File: src/rtl/iq_deserializer.sv
`timescale 1ns/1ps
// Serial I/Q framer + sign extension into a show-ahead FIFO for the packetizer.
// Word is readable one edge after the last frame bit is sampled; when the FIFO is full a push is dropped unless a pop happens on the same edge.

module iq_deser_fifo #(
    parameter int DW = 32,
    parameter int AW = 4
) (
    input  logic          clk,
    input  logic          rst,
    input  logic          i_push,
    input  logic [DW-1:0] i_dat,
    input  logic          i_pop,
    output logic [DW-1:0] o_dat,
    output logic          o_full,
    output logic          o_empty
);
    localparam logic [AW:0] PTR_ONE = (AW+1)'(1);

    logic [DW-1:0] r_mem [0:(2**AW)-1];
    logic [AW:0]   r_wr_ptr;
    logic [AW:0]   r_rd_ptr;
    logic          w_wr_en;
    logic          w_rd_en;

    assign o_empty = (r_wr_ptr == r_rd_ptr);
    assign o_full  = (r_wr_ptr[AW] != r_rd_ptr[AW]) &&
                     (r_wr_ptr[AW-1:0] == r_rd_ptr[AW-1:0]);
    assign w_rd_en = i_pop && !o_empty;
    // A pop on the same edge frees the slot being written, so full does not block it.
    assign w_wr_en = i_push && (!o_full || w_rd_en);

    always_ff @(posedge clk) begin
        if (rst) begin
            r_wr_ptr <= '0;
            r_rd_ptr <= '0;
        end else begin
            if (w_wr_en) r_wr_ptr <= r_wr_ptr + PTR_ONE;
            if (w_rd_en) r_rd_ptr <= r_rd_ptr + PTR_ONE;
        end
    end

    always_ff @(posedge clk) begin
        if (w_wr_en) r_mem[r_wr_ptr[AW-1:0]] <= i_dat;
    end

    assign o_dat = o_empty ? '0 : r_mem[r_rd_ptr[AW-1:0]];
endmodule

module iq_deserializer #(
    parameter int FIFO_AW     = 4,
    parameter int SAMPLE_BITS = 13
) (
    input  logic        clk,
    input  logic        rst,
    input  logic        ser_data,
    input  logic        ser_valid,
    input  logic        rd_en,
    output logic [31:0] rd_data,
    output logic        rd_dr,
    output logic        locked,
    output logic [15:0] sync_err_cnt,
    output logic [15:0] drop_cnt
);
    typedef enum logic {S_HUNT, S_LOCKED} state_t;

    state_t      r_state;
    state_t      w_state_nxt;
    // Only the last 31 bits are kept; the incoming bit completes the 32-bit window.
    logic [30:0] r_sr;
    logic [31:0] w_sr_nxt;
    logic [4:0]  r_bit_cnt;
    logic [4:0]  w_bit_cnt_nxt;
    logic        w_sync_ok;
    logic        w_push;
    logic        w_sync_fail;
    logic [31:0] w_word;
    logic        r_push_vld;
    logic [31:0] r_push_dat;
    logic [15:0] r_sync_err_cnt;
    logic [15:0] r_drop_cnt;
    logic        w_full;
    logic        w_empty;
    logic        w_drop;

    assign w_sr_nxt  = {r_sr, ser_data};
    assign w_sync_ok = (w_sr_nxt[31:30] == 2'b10) && (w_sr_nxt[15:14] == 2'b01);
    assign w_word    = {{(16-SAMPLE_BITS){w_sr_nxt[29]}}, w_sr_nxt[29 -: SAMPLE_BITS],
                        {(16-SAMPLE_BITS){w_sr_nxt[13]}}, w_sr_nxt[13 -: SAMPLE_BITS]};

    always_comb begin
        w_state_nxt   = r_state;
        w_bit_cnt_nxt = r_bit_cnt;
        w_push        = 1'b0;
        w_sync_fail   = 1'b0;
        if (ser_valid) begin
            case (r_state)
                S_HUNT: begin
                    if (w_sync_ok) begin
                        w_push        = 1'b1;
                        w_state_nxt   = S_LOCKED;
                        w_bit_cnt_nxt = 5'd0;
                    end
                end
                S_LOCKED: begin
                    w_bit_cnt_nxt = r_bit_cnt + 5'd1;
                    if (r_bit_cnt == 5'd31) begin
                        if (w_sync_ok) begin
                            w_push = 1'b1;
                        end else begin
                            w_sync_fail   = 1'b1;
                            w_state_nxt   = S_HUNT;
                            w_bit_cnt_nxt = 5'd0;
                        end
                    end
                end
                default: w_state_nxt = S_HUNT;
            endcase
        end
    end

    always_ff @(posedge clk) begin
        if (rst) begin
            r_state        <= S_HUNT;
            r_sr           <= '0;
            r_bit_cnt      <= '0;
            r_push_vld     <= 1'b0;
            r_push_dat     <= '0;
            r_sync_err_cnt <= '0;
        end else begin
            r_state    <= w_state_nxt;
            r_bit_cnt  <= w_bit_cnt_nxt;
            r_push_vld <= w_push;
            if (ser_valid) r_sr       <= w_sr_nxt[30:0];
            if (w_push)    r_push_dat <= w_word;
            if (w_sync_fail && (r_sync_err_cnt != 16'hFFFF))
                r_sync_err_cnt <= r_sync_err_cnt + 16'd1;
        end
    end

    assign w_drop = r_push_vld && w_full && !(rd_en && !w_empty);

    always_ff @(posedge clk) begin
        if (rst) begin
            r_drop_cnt <= '0;
        end else if (w_drop && (r_drop_cnt != 16'hFFFF)) begin
            r_drop_cnt <= r_drop_cnt + 16'd1;
        end
    end

    iq_deser_fifo #(
        .DW (32),
        .AW (FIFO_AW)
    ) u_fifo (
        .clk     (clk),
        .rst     (rst),
        .i_push  (r_push_vld),
        .i_dat   (r_push_dat),
        .i_pop   (rd_en),
        .o_dat   (rd_data),
        .o_full  (w_full),
        .o_empty (w_empty)
    );

    assign rd_dr        = !w_empty;
    assign locked       = (r_state == S_LOCKED);
    assign sync_err_cnt = r_sync_err_cnt;
    assign drop_cnt     = r_drop_cnt;
endmodule

File: config.mk
export PLATFORM = sky130hd
export DESIGN_NAME = iq_deserializer
export DESIGN_NICKNAME = d
export VERILOG_FILES = /design/src/rtl/iq_deserializer.sv
export SDC_FILE = /design/constraint.sdc
export NUM_CORES = 1
export LEC_CHECK = 0
export CORE_UTILIZATION = 55
export CTS_CLUSTER_SIZE = 24
export DETAILED_ROUTE_END_ITERATION = 16
export PLACE_DENSITY = 0.72
export SLEW_MARGIN = 20
export SYNTH_ARGS = -nofsm -noshare
export SYNTH_HDL_FRONTEND = slang
export SYNTH_HIERARCHICAL = 1
export SYNTH_SLANG_ARGS = --single-unit
File: constraint.sdc
create_clock -name clk -period 8.5 [get_ports clk]
set_input_delay 0.85 -clock clk [delete_from_list [all_inputs] [get_ports clk]]
set_output_delay 0.85 -clock clk [all_outputs]
set_load 0.02 [all_outputs]
# [After elaboration in Yosys (flattened, before gate mapping)]
# Memories as Yosys holds them, arrays and structs flattened. A register that Yosys moved wholly into a read port is not among the register bits.
# Index checks and enable logic that the tools add are counted.
[op_classes] n_addsub=5 n_eq_ne=9 multipliers=0 order_cmp=0 n_mux=19 bitwise=1 n_reduce_logical=13 n_div=0 n_shift=0
[op_table] operator="adder 16 x 1 -> 16 bit, second input constant" count=2
[op_table] operator="two-way mux 32 bit" count=1
[op_table] operator="!= test 16 bit, second input constant" count=2
[op_table] operator="adder 5 x 1 -> 5 bit, second input constant" count=3
[op_table] operator="two-way mux 5 bit" count=3
[op_table] operator="two-way mux 1 bit" count=10
[op_table] operator="case mux 5 bit (2 select lines)" count=1
[op_table] operator="logical AND 1 bit" count=8
[op_table] operator="two-way mux 4 bit" count=2
[op_table] operator="== test 5 bit" count=1
[op_table] operator="== test 5 bit, second input constant" count=1
[op_table] operator="== test 4 bit" count=1
[op_table] operator="case mux 1 bit (2 select lines)" count=2
[op_table] operator="zero test 1 bit" count=3
[op_table] operator="== test 2 x 1 -> 1 bit, second input constant" count=1
[op_table] operator="== test 2 bit, second input constant" count=1
[op_table] operator="!= test 2 bit, second input constant" count=1
[op_table] operator="AND reduction 2 bit" count=1
[op_table] operator="logical OR 1 bit" count=1
[op_table] operator="!= test 1 bit" count=1
[op_table] operator="NOT 1 bit" count=1
[word_totals] output_inout_bits=66 in_bits=5 memories=1 mem_bits_rw=512 latch_bits=0 mem_bits_ro=0 regBits=109
[memory_table] memory="u_fifo.r_mem" depth=16 word_bits=32 rd=1 rd_clocked_by_memory_dff=1 write_ports=1 line_no="20" rtl="logic [DW-1:0] r_mem [0:(2**AW)-1];"

# [Longest topological paths before layout]
[depth] depth_word=7 mapped_depth=11 depth_no_buf=7

# [Hierarchy]
# Netlist, hierarchy kept.
[by_module_without_submodules] module="iq_deser_fifo" n_inst=1 cells_each=873 area_each_um2=19845.3
[by_module_without_submodules] module="iq_deserializer" n_inst=1 cells_each=455 area_each_um2=3993.8

# [Least setup slack after synthesis]
# No wires, ideal clock.
[synth_path] path_kind="input-to-reg" from="input port rd_en" to="memory u_fifo.r_mem[11][0] (enable)" arrival_time_ps=3556 slack_ps=4476 path_buffers=0 cell_stages=3 cell_sequence="nor2_1 -> a21o_1 -> nor3b_1"
[synth_between] elab_chain_len=5
[synth_rtl] item="from (decl)" line_no="58" rtl="input logic rd_en,"
[synth_rtl] item="logical AND 1 bit" line_no="29" rtl="assign w_rd_en = i_pop && !o_empty;"
[synth_rtl] item="logical OR 1 bit" line_no="31" rtl="assign w_wr_en = i_push && (!o_full || w_rd_en);"
[synth_rtl] item="logical AND 1 bit" line_no="31"
[synth_rtl] item="two-way mux 1 bit" line_no="44" rtl="if (w_wr_en) r_mem[r_wr_ptr[AW-1:0]] <= i_dat;"
[synth_rtl] item="two-way mux 1 bit (not written as such)" line_no="44"
[synth_rtl] item="to (decl)" line_no="20"
# Every way passes these cells.

==> results.md <==
- Worst-margin pin slew: between 1 and 1.5 ns
- DP Wirelength: around 25000 um
- Yosys reg bits: a little over 600
- Hold EP: r_push_dat[11]$_SDFFE_PP0P_
- R2r endpoint: drop_cnt[15]$_SDFFE_PP0P_
- YS warnings: 6
- Largest net degree at the start of global routing: 101
- Max cap viols: 0
- Initial antenna violation count: 0
- RR Startpoint: u_fifo/r_wr_ptr[0]$_SDFFE_PP0P_
- Hold Path Class: reg -> reg
- Number of remaining DRC errors: 0
- Synth Net Count: 1342
- Fin crit share: 60.50%
- Initial DRC Count: about 1100
- Starting density of the core: a little under three fifths
- Pre-CTS setup slack: about 4 ns
- CP Capture Type: output pin
- Die width: roughly 210 um
- Final std cells w/o fill: between 2000 and 2500
- Seq pwr share: between 50% and 60%
- Final antenna-violating net count: 0
- Startpoint types: register
- # Post-CTS Setup Buffers: 0
- Commonest cells post-synth: edfxtp_1 (512), mux4_2 (128), dfxtp_1 (110), nand2_1 (72), o22ai_1 (64)
- Die H: 210.2 um
- FF-to-FF path depth: 7
- Yosys top cell by area: edfxtp_1
- Start point of the worst hold path: r_sr[11]$_SDFFE_PP0P_
- Delay-heaviest family, CP: simple AND/OR/NAND/NOR gates
- Via count of the routed design: 12470
- CTS Buf Count: 60
- DR WL/cell: approximately 24 um
- Number of cell rows: 75
- Rel. slew slack: between 20% and 30%
- Ratio of cells with drive above 1 in the final layout: between 10% and 20%
- Data required time of the worst path: approximately 7.7 ns
- Root Driver: clkbuf_16
- Crit-path max FO: 39
- Max Fclk: about 200 MHz
- GPL Wtd Cong: approximately 0.77
- Final hold violation count: 0
- Longest Clk Path Bufs: 3
- Setup slack after layout: around 3.4 ns
- DRT Pass-1 Iters: 5
- Core Region: about 42000 um2
- First-pass GRT wire length: 74640 um
- Slowest stage delay, CP: 0.92 ns
- Share of flip-flops with an asynchronous set or reset: 0%
- Final setup viols: 0
- Internal power: just under 5000 uW
- Critical-path cell list: buf_4, or2_2, o22ai_1, nor3_1, clkdlybuf4s50_1
- Design Area, Final: between 20000 and 30000 um2
- Die area: around 44000 um2
- Hold_buf cts: 0
- Flop-to-flop setup slack: approximately 4.7 ns
- CP arrival: ~4.3 ns
- Net count, final: around 1400
- Area contributors post-synth: edfxtp_1 (64%), mux4_2 (12%), dfxtp_1 (9.2%), o22ai_1 (1.7%), mux2i_1 (1.4%)
- Min Tclk post-route: just over 5 ns
- Worst VDD drop: between 150 and 200 uV
- Power density over the cells: between 200 and 250 nW/um2
- Fin. max-slew vios: 0
- Number of global-route vias before repair: between 10000 and 15000
- Setup CP Type: reg -> out
- Syn Area/Cell: 17.95 um2
- Sum of buffers and inverters on the critical path: 2
- Outcome: completed
- Skew-Pair Late Insertion Delay: a little over 0.6 ns
- Comb pwr share: less than 1%
- Main synth FF type: edfxtp_1
- # diodes: 0
- PostCTS Resize Cnt: 0
- Synth cell types: between 50 and 60
- Mapped Cells: around 1300
- Pleak: 0.009464 uW
- Seq/Total Area, Yosys: approximately 74%
- Htree depth: 2
- Dpl cell area: ~25000 um2
- Post-synth EDFFs: slightly above 500
- Hold Slack: about 0.47 ns
- Grt total ovfl: 0
- Setup TNS: 0 ns
- Hold path cells: 2
- Clock-pin slew on the worst setup and hold paths: 0.06 ns
- Setup Skew: 0.02057 ns
- Synthesized area: roughly 24000 um2
- RSZ-0062 raised after global routing: no
- Clk sinks: 622
- Switching Fraction: 18.88%
- Number of vias per cell: ~6
- Placed cell count: approximately 1900
- CTS tree: built
- Yosys top cell area share: ~64%
- Port Buffer Count: 70
- I/O pins: 71
- Most numerous cell in the Yosys netlist: edfxtp_1
- Slowest-stage cell, CP: or2_2
- Area Growth Syn to Fin: 13.77%
- Drt total wl: 48350 um
- GRT Total Usage: 22.57%
- Switching pwr: roughly 1100 uW
- Clock share of power: 45.0%
==> power by group through the flow <==
stage | sequential [uW] | clock, uW | combinational (uW)
after floorplan | 3320 | 0 | 15.1
after global placement | 3310 | 0 | 20.7
after detailed placement | 3310 | 0 | 21.4
after CTS | 3250 | 2720 | 21.4
after global routing | 3250 | 2830 | 22.7
final | 3250 | 2680 | 20.9
==> layout by cell type (no fill, tap or decap), drive strengths merged, types with 3 or more instances in the layout <==
master         count
nand2             72
nor4               6
or2                4
dfxtp            110
clkinvlp           3
o41ai              5
nor2              55
o31ai             12
clkdlybuf4s50     68
bufinv             8
mux2i             34
o21ai             11
nand4             13
clkbuf            77
a21oi             57
nand2b             5
nor3              35
nor2b             10
nand3             16
xor2               5
ha                 9
clkinv            24
and2               4
mux2               6
o22ai             64
xnor2              7
or4               14
inv               10
o311ai             3
buf               17
mux4             128
and3              18
edfxtp           512
or3                6
==> how the worst max path moves through the flow <==
stage,endpoint,cells past startpoint,slack [ns]
4_1_cts,rd_data[24],5,3.27
2_1_floorplan,u_fifo/r_mem[11][0]$_DFFE_PP_,3,4.48
6_report,rd_data[25],5,3.36
3_5_place_dp,rd_data[24],5,3.92
3_3_place_gp,rd_data[25],5,3.94
5_1_grt,rd_data[25],5,3.05
==> kinds of logic (layout without fill, tap and decap cells) <==
family,after synthesis,count (layout),share of synthesized area [%]
buffers and inverters,84,207,1.580
xor gates and xnor gates,12,12,0.4409
muxes,168,168,13.80
AOI/OAI and AO/OA,162,162,4.115
adders and majority gates,9,9,0.4724
and+or+nand+nor,271,271,5.857
DFF,622,622,73.73
==> registers in the layout, indices dropped and copies added, names as in the netlist, named ones only <==
register         count
r_push_dat          26
u_fifo/r_mem       512
r_sr                31
sync_err_cnt        16
u_fifo/r_wr_ptr      5
r_push_vld           1
r_bit_cnt            5
u_fifo/r_rd_ptr      5
locked               1
drop_cnt            16
==> through the flow <==
| step | utilization (%) | power (uW) |
|---|---|---|
| 4_1_cts | 64.01 | 5986 |
| 6_report | 64.08 | 5947 |
| 5_1_grt | 64.08 | 6102 |
| 3_3_place_gp | 59.28 | 3335 |
| 2_1_floorplan | - | 3331 |
| 3_5_place_dp | 59.28 | 3336 |
==> tightest hold or removal path: stages, from the launching register on <==
cell     delay, ns
dfxtp_1       0.32
nand2_1       0.05
a21oi_1       0.05
==> routing by layer <==
layer	track usage (%)	wire [um]	share of wire, %
met1	31.69	20230	42
met2	36.87	23750	49
met3	3.963	3358	6.9
met4	6.116	1006	2.1
met5	0	0	0
==> final cells by class <==
type	count	area [um2]
flip-flops and latches	622	17590
fillers	2893	15200
multi-input cells	622	5971
clock buffers	77	1595
repair buffers	85	805.8
well taps	577	721.9
clock inverters	36	405.4
inverters	9	33.78
Note: power is estimated with default switching activity, not from simulation.
